### src/rtl/face_instr_issuer.sv
// Frodo host instruction issuer: queues 27-bit payloads, wraps them with OPCODE, issues one word at a time.
// Latency: push into an empty FIFO with the FSM idle reaches instr_valid two cycles later; one idle bubble follows each handshake.
// Backpressure: host_ready drops when the FIFO is full or flushing, and a LAUNCH holds issue until eng_done or the watchdog expires.
module face_instr_issuer #(
    parameter int          FIFO_DEPTH     = 8,
    parameter logic [4:0]  OPCODE         = 5'b10101,
    parameter int          TIMEOUT_CYCLES = 4096
) (
    input  logic                              clk,
    input  logic                              rst,
    input  logic                              host_valid,
    input  logic [26:0]                       host_payload,
    output logic                              host_ready,
    input  logic                              flush,
    output logic [31:0]                       instr,
    output logic                              instr_valid,
    input  logic                              instr_ready,
    input  logic                              eng_done,
    output logic                              busy,
    output logic [$clog2(FIFO_DEPTH+1)-1:0]   fifo_count,
    output logic [15:0]                       done_count,
    output logic                              err,
    input  logic                              err_clr
);
    localparam int PW = $clog2(FIFO_DEPTH);
    localparam int CW = $clog2(FIFO_DEPTH+1);
    localparam int WW = $clog2(TIMEOUT_CYCLES+1);

    typedef enum logic [1:0] {IDLE, ISSUE, WAIT_DONE} state_t;

    state_t          state_q, state_d;
    logic [26:0]     mem_q [FIFO_DEPTH];
    logic [PW-1:0]   wr_ptr_q, wr_ptr_d, rd_ptr_q, rd_ptr_d;
    logic [CW-1:0]   count_q, count_d;
    logic [31:0]     instr_q, instr_d;
    logic            instr_valid_q, instr_valid_d;
    logic [WW-1:0]   wdog_q, wdog_d;
    logic [15:0]     done_q, done_d;
    logic            err_q, err_d;
    logic            full, push, pop;

    assign full       = (count_q == CW'(FIFO_DEPTH));
    assign host_ready = !full && !flush && !rst;
    assign push       = host_valid && host_ready;
    // flush outranks the pop so nothing escapes a FIFO being cleared
    assign pop        = (state_q == IDLE) && (count_q != '0) && !flush;

    always_comb begin
        wr_ptr_d = wr_ptr_q;
        rd_ptr_d = rd_ptr_q;
        count_d  = count_q;
        if (flush) begin
            wr_ptr_d = '0;
            rd_ptr_d = '0;
            count_d  = '0;
        end else begin
            if (push) wr_ptr_d = wr_ptr_q + PW'(1);
            if (pop)  rd_ptr_d = rd_ptr_q + PW'(1);
            if (push && !pop)      count_d = count_q + CW'(1);
            else if (pop && !push) count_d = count_q - CW'(1);
        end
    end

    always_ff @(posedge clk) begin
        if (push) mem_q[wr_ptr_q] <= host_payload;
    end

    always_comb begin
        state_d       = state_q;
        instr_d       = instr_q;
        instr_valid_d = instr_valid_q;
        wdog_d        = wdog_q;
        done_d        = done_q;
        err_d         = err_clr ? 1'b0 : err_q;
        case (state_q)
            IDLE: begin
                if (pop) begin
                    instr_d       = {OPCODE, mem_q[rd_ptr_q]};
                    instr_valid_d = 1'b1;
                    state_d       = ISSUE;
                end
            end
            ISSUE: begin
                if (instr_ready) begin
                    instr_valid_d = 1'b0;
                    if (instr_q[23:22] == 2'd0) begin
                        state_d = IDLE;
                    end else begin
                        state_d = WAIT_DONE;
                        wdog_d  = '0;
                    end
                end
            end
            WAIT_DONE: begin
                // completion beats a watchdog expiring in the same cycle
                if (eng_done) begin
                    done_d  = done_q + 16'd1;
                    state_d = IDLE;
                end else if (wdog_q == WW'(TIMEOUT_CYCLES-1)) begin
                    err_d   = 1'b1;
                    state_d = IDLE;
                end else begin
                    wdog_d  = wdog_q + WW'(1);
                end
            end
            default: state_d = IDLE;
        endcase
    end

    always_ff @(posedge clk or posedge rst) begin
        if (rst) begin
            state_q       <= IDLE;
            wr_ptr_q      <= '0;
            rd_ptr_q      <= '0;
            count_q       <= '0;
            instr_q       <= '0;
            instr_valid_q <= 1'b0;
            wdog_q        <= '0;
            done_q        <= '0;
            err_q         <= 1'b0;
        end else begin
            state_q       <= state_d;
            wr_ptr_q      <= wr_ptr_d;
            rd_ptr_q      <= rd_ptr_d;
            count_q       <= count_d;
            instr_q       <= instr_d;
            instr_valid_q <= instr_valid_d;
            wdog_q        <= wdog_d;
            done_q        <= done_d;
            err_q         <= err_d;
        end
    end

    assign instr       = instr_q;
    assign instr_valid = instr_valid_q;
    assign busy        = (state_q != IDLE) || (count_q != '0);
    assign fifo_count  = count_q;
    assign done_count  = done_q;
    assign err         = err_q;
endmodule

### config.mk
export PLATFORM = sky130hd
export DESIGN_NAME = face_instr_issuer
export DESIGN_NICKNAME = d
export VERILOG_FILES = /design/src/rtl/face_instr_issuer.sv
export SDC_FILE = /design/constraint.sdc
export NUM_CORES = 1
export LEC_CHECK = 0
export CORE_ASPECT_RATIO = 1.1
export CORE_UTILIZATION = 50
export DETAILED_ROUTE_END_ITERATION = 6
export GPL_ROUTABILITY_DRIVEN = 0
export PLACE_DENSITY = 0.7
export SYNTH_ARGS = -nofsm -noshare
export SYNTH_HDL_FRONTEND = slang
export SYNTH_SLANG_ARGS = --single-unit
export TNS_END_PERCENT = 50
### constraint.sdc
create_clock -name clk -period 5.35 [get_ports clk]
set_clock_uncertainty 0.2 [all_clocks]
set_input_delay 1.07 -clock clk [delete_from_list [all_inputs] [get_ports clk]]
set_output_delay 1.07 -clock clk [all_outputs]
set_load 0.005 [all_outputs]
==> reports/results.tsv <==
stage	metric	value	unit
outcome	result of the run	finished, final reports clean	
yosys	fraction of the yosys area taken by sequential cells	73.51	%
yosys	post-synthesis average cell area	17.81	um^2
timing	final hold violation count	0	
route	total length of routed wires	21250	um
clocking	setup bufs post-CTS	0	
place	pre-CTS setup slack	1016	ps
grt	global routing usage summed across all routing layers	19.31	%
clocking	cts bufs inserted	29	
timing	worst-margin pin slew	1032	ps
clocking	deepest clock path buffer count	3	
min_path	worst hold path startpoint	done_count[15]$_DFFE_PP0P_	
timing	final hold slack	268.3	ps
timing	min cycle time layout	3841	ps
setup_path	Critical Path Most Common Cell	sky130_fd_sc_hd__clkdlybuf4s50_1	
pwr	clock power share	33.4	%
setup_path	depth of the worst register-to-register path	4	
clocking	Resized Gates After CTS	0	
yosys	EDFF count, synth	216	
setup_path	Worst Path Class, Setup	primary input to primary output	
clocking	H-tree depth	1	
run	max-capacitance violation count	0	
clocking	later-pin clock latency in the skew report	530	ps
setup_path	critical path launch point	flush	
route	initial DRC count	420	
pwr	power density relative to cell area	441.6	nW/um^2
setup_path	element type at the critical path end	primary output	
min_path	HP Class	register to register	
clocking	quantity of hold-fixing buffers added after cts	0	
setup_path	count of cell instances traversed by the critical path	3	
yosys	leading register cell type out of synthesis	sky130_fd_sc_hd__edfxtp_1	
setup_path	number of buffers and inverters on the critical path	2	
setup_path	crit path cell chain	clkdlybuf4s50_1 > nor3_1 > clkdlybuf4s50_1	
layout	fraction of layout instances using a drive strength above 1	15.71	%
timing	Tcrit/Tclk final	71.79	%
clocking	library cell used as clock root buffer	sky130_fd_sc_hd__clkbuf_16	
timing	Finish-stage setup viols	0	
yosys	count of distinct cell types in the synthesized netlist	43	
pwr	internal power summed over all cells	4.425	mW
layout	ant diodes	0	
layout	area of all sequential standard cells	8269	um^2
timing	Max Slew Vio Count	0	
floorplanning	number of top-level design ports	90	
yosys	netlist area before placement	11240	um^2
setup_path	CP max stage delay	680	ps
timing	final-layout setup total negative slack	0	ps
grt	antenna violations before repair	1	
route	DRC violation count after routing	0	
grt	pin count of the biggest net entering global routing	58	
pwr	total chip power	5.923	mW
floorplanning	Die Area	23090	um^2
setup_path	critical path launch point type	primary input	
floorplanning	Die Span Y	159.3	um
yosys	number of storage elements in the synthesis netlist	287	
pwr	static leakage	4.563	nW
route	number of nets still failing antenna checks after routing	0	
setup_path	capture instance of the worst register-to-register path	mem_q[7][8]$_DFFE_PP_	
route	number of vias per cell	5.534	
clocking	clock sink count	287	
layout	multi-input gate area in the final layout	2873	um^2
route	detailed-route via count	5789	
yosys	number of warning messages in the yosys log	0	
timing	post-layout worst setup margin	1509	ps
yosys	Async S/R FF share, synth	24.74	%
layout	layout overhead on the synthesized area	19.31	%
timing	Slew headroom	31.22	%
setup_path	reg-to-reg startpoint	fifo_count[3]$_DFFE_PP0P_	
setup_path	required time worst endpoint	4080	ps
layout	most common cell after layout, fill and taps aside	sky130_fd_sc_hd__edfxtp_1	
layout	commonest cells after routing, fill and taps aside	sky130_fd_sc_hd__edfxtp_1 (216), sky130_fd_sc_hd__clkdlybuf4s50_1 (87), sky130_fd_sc_hd__dfrtp_1 (68)	
pwr	share of total power consumed by net switching	25.29	%
pwr	power spent charging and discharging nets	1.498	mW
setup_path	highest fanout seen on the critical path	14	
place	Port Buffers	87	
layout	number of fill cells	1574	
pwr	sequential power share	46.8	%
timing	RSZ-0062 raised after global routing	false	
setup_path	Crit path max-delay family	buffers and inverters	
route	first drt pass iteration count	4	
floorplanning	Die X	145.0	um
floorplanning	placeable core region	22040	um^2
setup_path	library cell contributing the largest single delay on the critical path	sky130_fd_sc_hd__clkdlybuf4s50_1	
floorplanning	Row Count	57	
grt	via count of the first global-routing pass	6321	
pwr	combinational share of power	19.9	%
route	drt wl/cell	20.31	um
clocking	clk slew on worst S/H paths	60	ps
setup_path	FF-to-FF setup slack	2250	ps
clocking	CTS tree	done	
layout	Finished Core Util	60.86	%
pwr	Peak supply drop	0.3891	mV
floorplanning	starting utilization of the core area	51.01	%
grt	total gr overflow	0	
layout	final layout net count	772	
grt	global-route wire length before repair	34700	um
place	placed wire-length estimate	12630	um
setup_path	Arr. time, crit path	2570	ps
yosys	number of standard cells after synthesis	631	
setup_path	critical path endpoint	host_ready	
timing	Fmax	260.4	MHz
[routing by layer]
metal / global-route usage [%] / part of all wire, % / up-vias / wire [um]
met4: 4.545 / 1.6 / 0 / 331
li1: - / - / 2618 / -
met1: 25.83 / 43 / 2993 / 9103
met3: 3.095 / 4.7 / 28 / 994
met2: 33.37 / 51 / 150 / 10820
met5: 0 / 0 / - / 0
[stage by stage]
stage	cells	instance area, um^2
finish	1046	13410
global route	1046	13410
CTS	1046	13410
detailed placement	995	12480
global placement	995	12480
floorplan	632	11240
[layout make-up]
type | instances | area share, %
well taps | 295 | 2.752
inverters | 8 | 0.2332
clock buffers | 36 | 5.682
repair buffers | 96 | 6.997
flip-flops and latches | 287 | 61.66
clock inverters | 15 | 1.259
multi-input cells | 309 | 21.42
[state kept, by name (all words and copies together) (netlist names)]
name / count
mem_q: 216
instr: 28
done_count: 16
wdog_q: 13
fifo_count: 4
rd_ptr_q: 3
wr_ptr_q: 3
state_q: 2
err: 1
instr_valid: 1
[cells in the mapped netlist, types with 3 or more instances]
library cell / n / area, um^2
sky130_fd_sc_hd__buf_4: 4 / 30.03
sky130_fd_sc_hd__ha_1: 6 / 75.07
sky130_fd_sc_hd__and3_1: 3 / 18.77
sky130_fd_sc_hd__buf_2: 8 / 40.04
sky130_fd_sc_hd__nor4b_1: 4 / 35.03
sky130_fd_sc_hd__xor2_1: 12 / 105.1
sky130_fd_sc_hd__mux4_2: 54 / 1216
sky130_fd_sc_hd__mux2i_1: 28 / 280.3
sky130_fd_sc_hd__nand2b_1: 8 / 50.05
sky130_fd_sc_hd__edfxtp_1: 216 / 6486
sky130_fd_sc_hd__nand4_1: 9 / 56.30
sky130_fd_sc_hd__a21oi_1: 3 / 15.01
sky130_fd_sc_hd__dfrtp_1: 71 / 1777
sky130_fd_sc_hd__nor2_1: 34 / 127.6
sky130_fd_sc_hd__xnor2_1: 19 / 166.4
sky130_fd_sc_hd__nand3_1: 7 / 35.03
sky130_fd_sc_hd__o21ai_0: 29 / 145.1
sky130_fd_sc_hd__nor3_1: 10 / 50.05
sky130_fd_sc_hd__clkbuf_1: 15 / 56.30
sky130_fd_sc_hd__nand3b_1: 3 / 22.52
sky130_fd_sc_hd__inv_1: 8 / 30.03
sky130_fd_sc_hd__nand2_1: 53 / 198.9
[worst min path at each step]
stage                                      end  slack, ps  depth (start not counted)
floorplan               wdog_q[12]$_DFFE_PP0P_        250                          1
global placement    done_count[15]$_DFFE_PP0P_        260                          1
detailed placement  done_count[15]$_DFFE_PP0P_        260                          1
CTS                 done_count[15]$_DFFE_PP0P_        270                          1
global route        done_count[15]$_DFFE_PP0P_        290                          1
finish              done_count[15]$_DFFE_PP0P_        270                          1
[power groups by stage]
stage	sequential, mW	combinational (mW)	clock (mW)
after floorplan	2.72	0.781	0
after global placement	2.80	1.15	0
after detailed placement	2.82	1.19	0
after CTS	2.78	1.20	2.02
after global routing	2.81	1.29	2.11
final	2.77	1.18	1.98
[kinds of logic (layout without fill, tap and decap cells)]
group / count (synthesis) / count (layout) / share of synthesized area, %
buffers and inverters: 36 / 155 / 1.425
XOR/XNOR: 31 / 31 / 2.415
AND/OR/NAND/NOR: 147 / 147 / 6.456
AO/OA/AOI/OAI: 38 / 38 / 1.803
adder cells (fa/ha/maj): 7 / 7 / 0.8459
multiplexers: 84 / 84 / 13.51
flip-flops: 287 / 287 / 73.51
other: 1 / 2 / 0.03336
Note: power is estimated with default switching activity, not from simulation.
